### config.mk
export PLATFORM = sky130hd
export DESIGN_NAME = step_controller_flat
export DESIGN_NICKNAME = d
export VERILOG_FILES = /design/src/rtl/step_controller_if.sv /design/src/rtl/step_controller.sv /design/src/flat_wrapper.sv
export SDC_FILE = /design/constraint.sdc
export NUM_CORES = 1
export LEC_CHECK = 0
export CORE_UTILIZATION = 43
export DETAILED_ROUTE_END_ITERATION = 7
export PLACE_DENSITY = 0.83
export SETUP_SLACK_MARGIN = 0.1
export SLEW_MARGIN = 20
export SYNTH_ARGS = -nofsm -noshare
export SYNTH_HDL_FRONTEND = slang
export SYNTH_SLANG_ARGS = --single-unit
### constraint.sdc
create_clock -name clock -period 3.6 [get_ports clock]
set_input_delay 0.72 -clock clock [delete_from_list [all_inputs] [get_ports clock]]
set_output_delay 0.72 -clock clock [all_outputs]
set_load 0.02 [all_outputs]
### src/rtl/step_controller_if.sv
// Control and status bundle between the debug/console logic and step_controller.
// The controller takes the slave modport; whoever drives the controls takes master.
interface step_controller_if #(
   parameter int WIDTH      = 8,
   parameter int PRESCALE_W = 8
);
   logic                  start;
   logic                  stop;
   logic                  step;
   logic                  clear_req;
   logic [PRESCALE_W-1:0] prescale;
   logic [WIDTH-1:0]      count_in;
   logic [WIDTH-1:0]      bp_addr;
   logic                  bp_en;
   logic                  enable;
   logic                  clear;
   logic [1:0]            state;
   logic                  halted;

   modport master (
      output start, stop, step, clear_req, prescale, count_in, bp_addr, bp_en,
      input  enable, clear, state, halted
   );

   modport slave (
      input  start, stop, step, clear_req, prescale, count_in, bp_addr, bp_en,
      output enable, clear, state, halted
   );
endinterface

### src/rtl/step_controller.sv
// Run/halt/single-step sequencer feeding the program counter stage.
// Emits one-cycle enable pulses at a programmable rate and one-cycle clear
// pulses, and halts when the fed-back counter value hits a breakpoint.
//
// Optional macro STEP_CTRL_BREAKPOINT_EN: when defined, the breakpoint
// compare, the skip flag and the BREAK state are built. When undefined,
// bp_addr/bp_en are ignored and BREAK is never entered.
//
// state   | meaning
// --------+-------------------------------------------------------------
// IDLE 00 | halted, waiting for start/step; clear_req pulses clear
// RUN  01 | free running, one enable every prescale+1 cycles
// STEP 10 | single cycle; issues one enable then returns to IDLE
// BREAK 11| halted on breakpoint; start resumes past the matching address
module step_controller #(
   parameter int WIDTH      = 8,
   parameter int PRESCALE_W = 8
) (
   input logic              clock,
   input logic              reset,
   step_controller_if.slave bus
);

   typedef enum logic [1:0] {
      S_IDLE  = 2'b00,
      S_RUN   = 2'b01,
      S_STEP  = 2'b10,
      S_BREAK = 2'b11
   } state_t;

   state_t                state_q, state_n;
   logic                  enable_q, enable_n;
   logic                  clear_q, clear_n;
   logic [PRESCALE_W-1:0] pcnt_q, pcnt_n;
   logic                  bp_hit;

`ifdef STEP_CTRL_BREAKPOINT_EN
   logic skip_q, skip_n;

   // The registered enable is added so an increment still in flight is
   // compared against the value the counter is about to take.
   assign bp_hit = bus.bp_en && !skip_q &&
                   (bus.bp_addr == WIDTH'(bus.count_in + WIDTH'(enable_q)));
`else
   logic unused_bp;

   assign unused_bp = ^{bus.bp_addr, bus.bp_en};
   assign bp_hit    = 1'b0;
`endif

   // State, output pulses and prescale counter registers.
   always_ff @(posedge clock or posedge reset) begin
      if (reset) begin
         state_q  <= S_IDLE;
         enable_q <= 1'b0;
         clear_q  <= 1'b0;
         pcnt_q   <= '0;
`ifdef STEP_CTRL_BREAKPOINT_EN
         skip_q   <= 1'b0;
`endif
      end else begin
         state_q  <= state_n;
         enable_q <= enable_n;
         clear_q  <= clear_n;
         pcnt_q   <= pcnt_n;
`ifdef STEP_CTRL_BREAKPOINT_EN
         skip_q   <= skip_n;
`endif
      end
   end

   // Next state and next pulses; priority clear_req > stop > step > start.
   always_comb begin
      state_n  = state_q;
      enable_n = 1'b0;
      clear_n  = 1'b0;
      pcnt_n   = pcnt_q;
`ifdef STEP_CTRL_BREAKPOINT_EN
      skip_n   = skip_q;
`endif
      case (state_q)
         S_IDLE: begin
            if (bus.clear_req) begin
               clear_n = 1'b1;
            end else if (!bus.stop) begin
               if (bus.step) begin
                  state_n = S_STEP;
               end else if (bus.start) begin
                  state_n = S_RUN;
                  pcnt_n  = '0;
`ifdef STEP_CTRL_BREAKPOINT_EN
                  skip_n  = 1'b0;
`endif
               end
            end
         end
         S_RUN: begin
            if (bus.clear_req) begin
               clear_n = 1'b1;
               state_n = S_IDLE;
            end else if (bus.stop) begin
               state_n = S_IDLE;
            end else if (pcnt_q == bus.prescale) begin
               pcnt_n = '0;
               if (bp_hit) begin
                  state_n = S_BREAK;
               end else begin
                  enable_n = 1'b1;
`ifdef STEP_CTRL_BREAKPOINT_EN
                  skip_n   = 1'b0;
`endif
               end
            end else begin
               // A prescale lowered below pcnt lets pcnt wrap through zero.
               pcnt_n = pcnt_q + PRESCALE_W'(1);
            end
         end
         S_STEP: begin
            enable_n = 1'b1;
            state_n  = S_IDLE;
         end
         S_BREAK: begin
            if (bus.clear_req) begin
               clear_n = 1'b1;
               state_n = S_IDLE;
            end else if (bus.stop) begin
               state_n = S_IDLE;
            end else if (bus.step) begin
               state_n = S_STEP;
            end else if (bus.start) begin
               state_n = S_RUN;
               pcnt_n  = '0;
`ifdef STEP_CTRL_BREAKPOINT_EN
               skip_n  = 1'b1;
`endif
            end
         end
         default: state_n = S_IDLE;
      endcase
   end

   assign bus.enable = enable_q;
   assign bus.clear  = clear_q;
   assign bus.state  = state_q;
   assign bus.halted = (state_q == S_IDLE) || (state_q == S_BREAK);

endmodule

### src/flat_wrapper.sv
// flat-port wrapper written by rule: the top's interface ports become plain ports
module step_controller_flat 
#(
   parameter int WIDTH      = 8,
   parameter int PRESCALE_W = 8
)
  (clock, reset, bus_start, bus_stop, bus_step, bus_clear_req, bus_prescale, bus_count_in, bus_bp_addr, bus_bp_en, bus_enable, bus_clear, bus_state, bus_halted);
  step_controller_if #(.WIDTH(WIDTH), .PRESCALE_W(PRESCALE_W)) bus_i ();
  input logic clock;
  input logic reset;
  input wire logic [$bits(bus_i.start)-1:0] bus_start;
  input wire logic [$bits(bus_i.stop)-1:0] bus_stop;
  input wire logic [$bits(bus_i.step)-1:0] bus_step;
  input wire logic [$bits(bus_i.clear_req)-1:0] bus_clear_req;
  input wire logic [$bits(bus_i.prescale)-1:0] bus_prescale;
  input wire logic [$bits(bus_i.count_in)-1:0] bus_count_in;
  input wire logic [$bits(bus_i.bp_addr)-1:0] bus_bp_addr;
  input wire logic [$bits(bus_i.bp_en)-1:0] bus_bp_en;
  output wire logic [$bits(bus_i.enable)-1:0] bus_enable;
  output wire logic [$bits(bus_i.clear)-1:0] bus_clear;
  output wire logic [$bits(bus_i.state)-1:0] bus_state;
  output wire logic [$bits(bus_i.halted)-1:0] bus_halted;
  assign bus_i.start = bus_start;
  assign bus_i.stop = bus_stop;
  assign bus_i.step = bus_step;
  assign bus_i.clear_req = bus_clear_req;
  assign bus_i.prescale = bus_prescale;
  assign bus_i.count_in = bus_count_in;
  assign bus_i.bp_addr = bus_bp_addr;
  assign bus_i.bp_en = bus_bp_en;
  assign bus_enable = bus_i.enable;
  assign bus_clear = bus_i.clear;
  assign bus_state = bus_i.state;
  assign bus_halted = bus_i.halted;
  step_controller #(.WIDTH(WIDTH), .PRESCALE_W(PRESCALE_W)) u_core (.clock(clock), .reset(reset), .bus(bus_i));
endmodule
==> flow_metrics.py <==
metrics = {
    "min_path": {
        "holdCritStartpoint": "u_core.pcnt_q[7]",
        "min_path_cells": 1,
        "min_to": "u_core.pcnt_q[7]",
        "hold_class": "flip-flop to flip-flop",
    },
    "clock_network": {
        "clk_latency_ns": 0.26,
        "cts_buffer_depth": 2,
        "cts-resized-gates": 0,
        "cts.htree.levels": 1,
        "clock-sinks": 12,
        "cts_tree": "done",
        "hold_buffers": 0,
        "cts_setup_buffers": 0,
        "numCtsBuffers": 3,
        "root_buffer": "clkbuf_4",
        "clk_pin_slew_ns": 0.08,
    },
    "floorplan": {
        "io-pin-count": 36,
        "die_w_um": 44.61,
        "start_util_pct": 45.71,
        "rows": 15,
        "core_sq_um": 1708,
        "die_area_sq_um": 1990,
        "die_height_um": 44.61,
    },
    "routing": {
        "drt_iter0_drc": 14,
        "drc": 0,
        "wl_met1_um": 647,
        "ant_nets": 0,
        "vias": 681,
        "wl_met2_um": 829,
        "wl_met3_um": 86,
        "dr.pass1.iters": 4,
        "vias_per_cell": 5.238,
        "wl_mm": 1.587,
        "wl_per_cell_um": 12.21,
        "routed.top_layer": "met4",
    },
    "power_and_ir_drop": {
        "p_sw_mw": 0.2692,
        "sw_frac_of_total_pct": 41.58,
        "total_power_mw": 0.6474,
        "max-vdd-ir-drop_v": 0.0003711,
        "p_leak_nw": 0.4212,
        "clockPowerShare_pct": 16.1,
        "power_density_nw_per_um2": 632.5,
        "pwr-share-seq_pct": 29.4,
        "power.internal_mw": 0.3782,
        "comb_power_share_pct": 54.5,
    },
    "timing": {
        "fmax_ghz": 0.3886,
        "period_share_pct": 71.49,
        "finClkSkew_ns": 0.004366,
        "worst_pin_slew_ns": 0.4755,
        "rsz0062_at_grt": "false",
        "fin_setup_tns_ns": 0,
        "setup_violations": 0,
        "period_needed_ns": 2.574,
        "relSlewSlack_pct": 68.09,
        "whs_ns": 0.5323,
        "slew_violations": 0,
        "finalHoldViolCount": 0,
    },
    "placed_design": {
        "dp_hpwl_mm": 1.270,
        "post_dp_cell_area_sq_um": 987.2,
        "finalWeightedCongestion": 0.7347,
        "io_buffers": 18,
    },
    "final_layout": {
        "fin_util_pct": 59.93,
        "n_antenna_cell": 0,
        "multiInputGateArea_sq_um": 456.7,
        "seqCellArea_sq_um": 300.3,
        "fin_area_sq_um": 1023,
        "fin_nets": 143,
        "n_fill_cell": 165,
        "final_cell_mix": "18 x clkdlybuf4s50_1, 12 x dfrtp_1, 9 x o21ai_0, 8 x xnor2_1, 8 x nand2_1",
        "final_common_cell": "clkdlybuf4s50_1",
        "area_growth_pct": 31.09,
        "drive_above_1_share_pct": 5.714,
    },
    "flow_run": {
        "cap_violations": 0,
    },
    "setup_path": {
        "timing.rr.start": "u_core.bus.state[0]",
        "ff2ff_path_depth": 7,
        "crit_path_top_delay_cell": "clkdlybuf4s50_1",
        "path_max_fanout": 5,
        "critPathLaunch": "u_core.bus.state[0]",
        "r2r_slack_ns": 1.45,
        "cp_common_cell": "inv_1",
        "critical-path-top-delay-family": "buffers and inverters",
        "slowest_delay_ns": 0.61,
        "startpoint_type": "flip-flop",
        "cp_data_required_time_ns": 2.88,
        "worst-path-buf-inv": 3,
        "r2r_end": "u_core.pcnt_q[4]",
        "end_kind": "output port",
        "path_cells": "inv_1 > ha_1 > inv_1 > clkdlybuf4s50_1",
        "arrival_ns": 1.85,
        "crit_type": "flip-flop to output port",
    },
    "logic_synthesis": {
        "ys_types": 25,
        "synth_area_sq_um": 780.7,
        "synth_top_area_share_pct": 38.46,
        "synth.area.top_cells": "dfrtp_1 38%, ha_1 9.6%, xnor2_1 9.0%",
        "synthCells": 84,
        "synth_fp_nets": 121,
        "syn_area_per_cell_sq_um": 9.295,
        "synth-seq-cells": 12,
        "ys_seq_area_share_pct": 38.46,
        "ys_warn_count": 0,
        "synth_top_cell_by_area": "dfrtp_1",
    },
    "global_routing": {
        "antenna_found_initial": 0,
        "grt_pass1_wl_mm": 2.477,
        "grt_start_max_net_pins": 13,
        "grt.overflow.total": 0,
        "grt_pass1_vias": 622,
        "grtUsageTotal_pct": 17.30,
    },
    "outcome": {
        "status": "completed",
    },
}
[metal layers]
| metal | GRT usage, % | vias to the layer above |
|---|---|---|
| li1 | - | 337 |
| met4 | 7.273 | 0 |
| met5 | 0 | - |
| met1 | 19.54 | 319 |
| met3 | 2.857 | 4 |
| met2 | 31.76 | 21 |
[power groups by stage]
| stage | Sequential [mW] | Combinational (mW) | Clock (mW) |
|---|---|---|---|
| after floorplan | 0.208 | 0.220 | 0 |
| final | 0.190 | 0.353 | 0.104 |
| after detailed placement | 0.191 | 0.351 | 0 |
| after CTS | 0.190 | 0.354 | 0.107 |
| after global routing | 0.194 | 0.385 | 0.116 |
| after global placement | 0.191 | 0.342 | 0 |
[cell usage after synthesis, drive strengths merged]
cell      n
a32o      1
a21oi     3
ha        6
mux2i     1
nand2     8
o21a      3
o31ai     1
nand3     1
nor2b     2
buf       1
nand2b    4
nand4     2
inv       5
or3       1
and3      3
nor3      3
xnor2     8
dfrtp    12
o2bb2ai   4
o21ai    10
nor2      2
and2      1
or2       1
a2bb2oi   1
[kinds of logic after synthesis]
| family | share of synthesized area (%) |
|---|---|
| muxes | 1.282 |
| xor gates and xnor gates | 8.975 |
| DFF | 38.46 |
| adders and majority gates | 9.615 |
| buffers and inverters | 3.045 |
| AOI/OAI and AO/OA | 19.71 |
| and+or+nand+nor | 18.91 |
[state kept, by name, indices dropped and copies added (netlist names)]
signal             cells
u_core.bus.state       2
u_core.bus.clear       1
u_core.pcnt_q          8
u_core.bus.enable      1
[layout make-up]
type,instances,area share (%)
clock buffers,4,3.545
inverters,5,1.834
multi-input cells,66,44.62
flip-flops and latches,12,29.34
well taps,25,3.056
repair buffers,18,17.60
[how the worst max path moves through the flow]
stage                  endpoint  cells past startpoint
2_1_floorplan  u_core.pcnt_q[4]                      8
3_3_place_gp   u_core.pcnt_q[0]                      6
3_5_place_dp   u_core.pcnt_q[0]                      6
4_1_cts              bus_halted                      4
5_1_grt              bus_halted                      4
6_report             bus_halted                      4
[stage by stage]
| step | worst slack, ns | cells |
|---|---|---|
| 2_1_floorplan | 1.425 | 84 |
| 3_3_place_gp | 1.046 | 126 |
| 3_5_place_dp | 0.9864 | 126 |
| 4_1_cts | 1.026 | 130 |
| 5_1_grt | 0.9522 | 130 |
| 6_report | 1.026 | 130 |
Note: power is estimated with default switching activity, not from simulation.
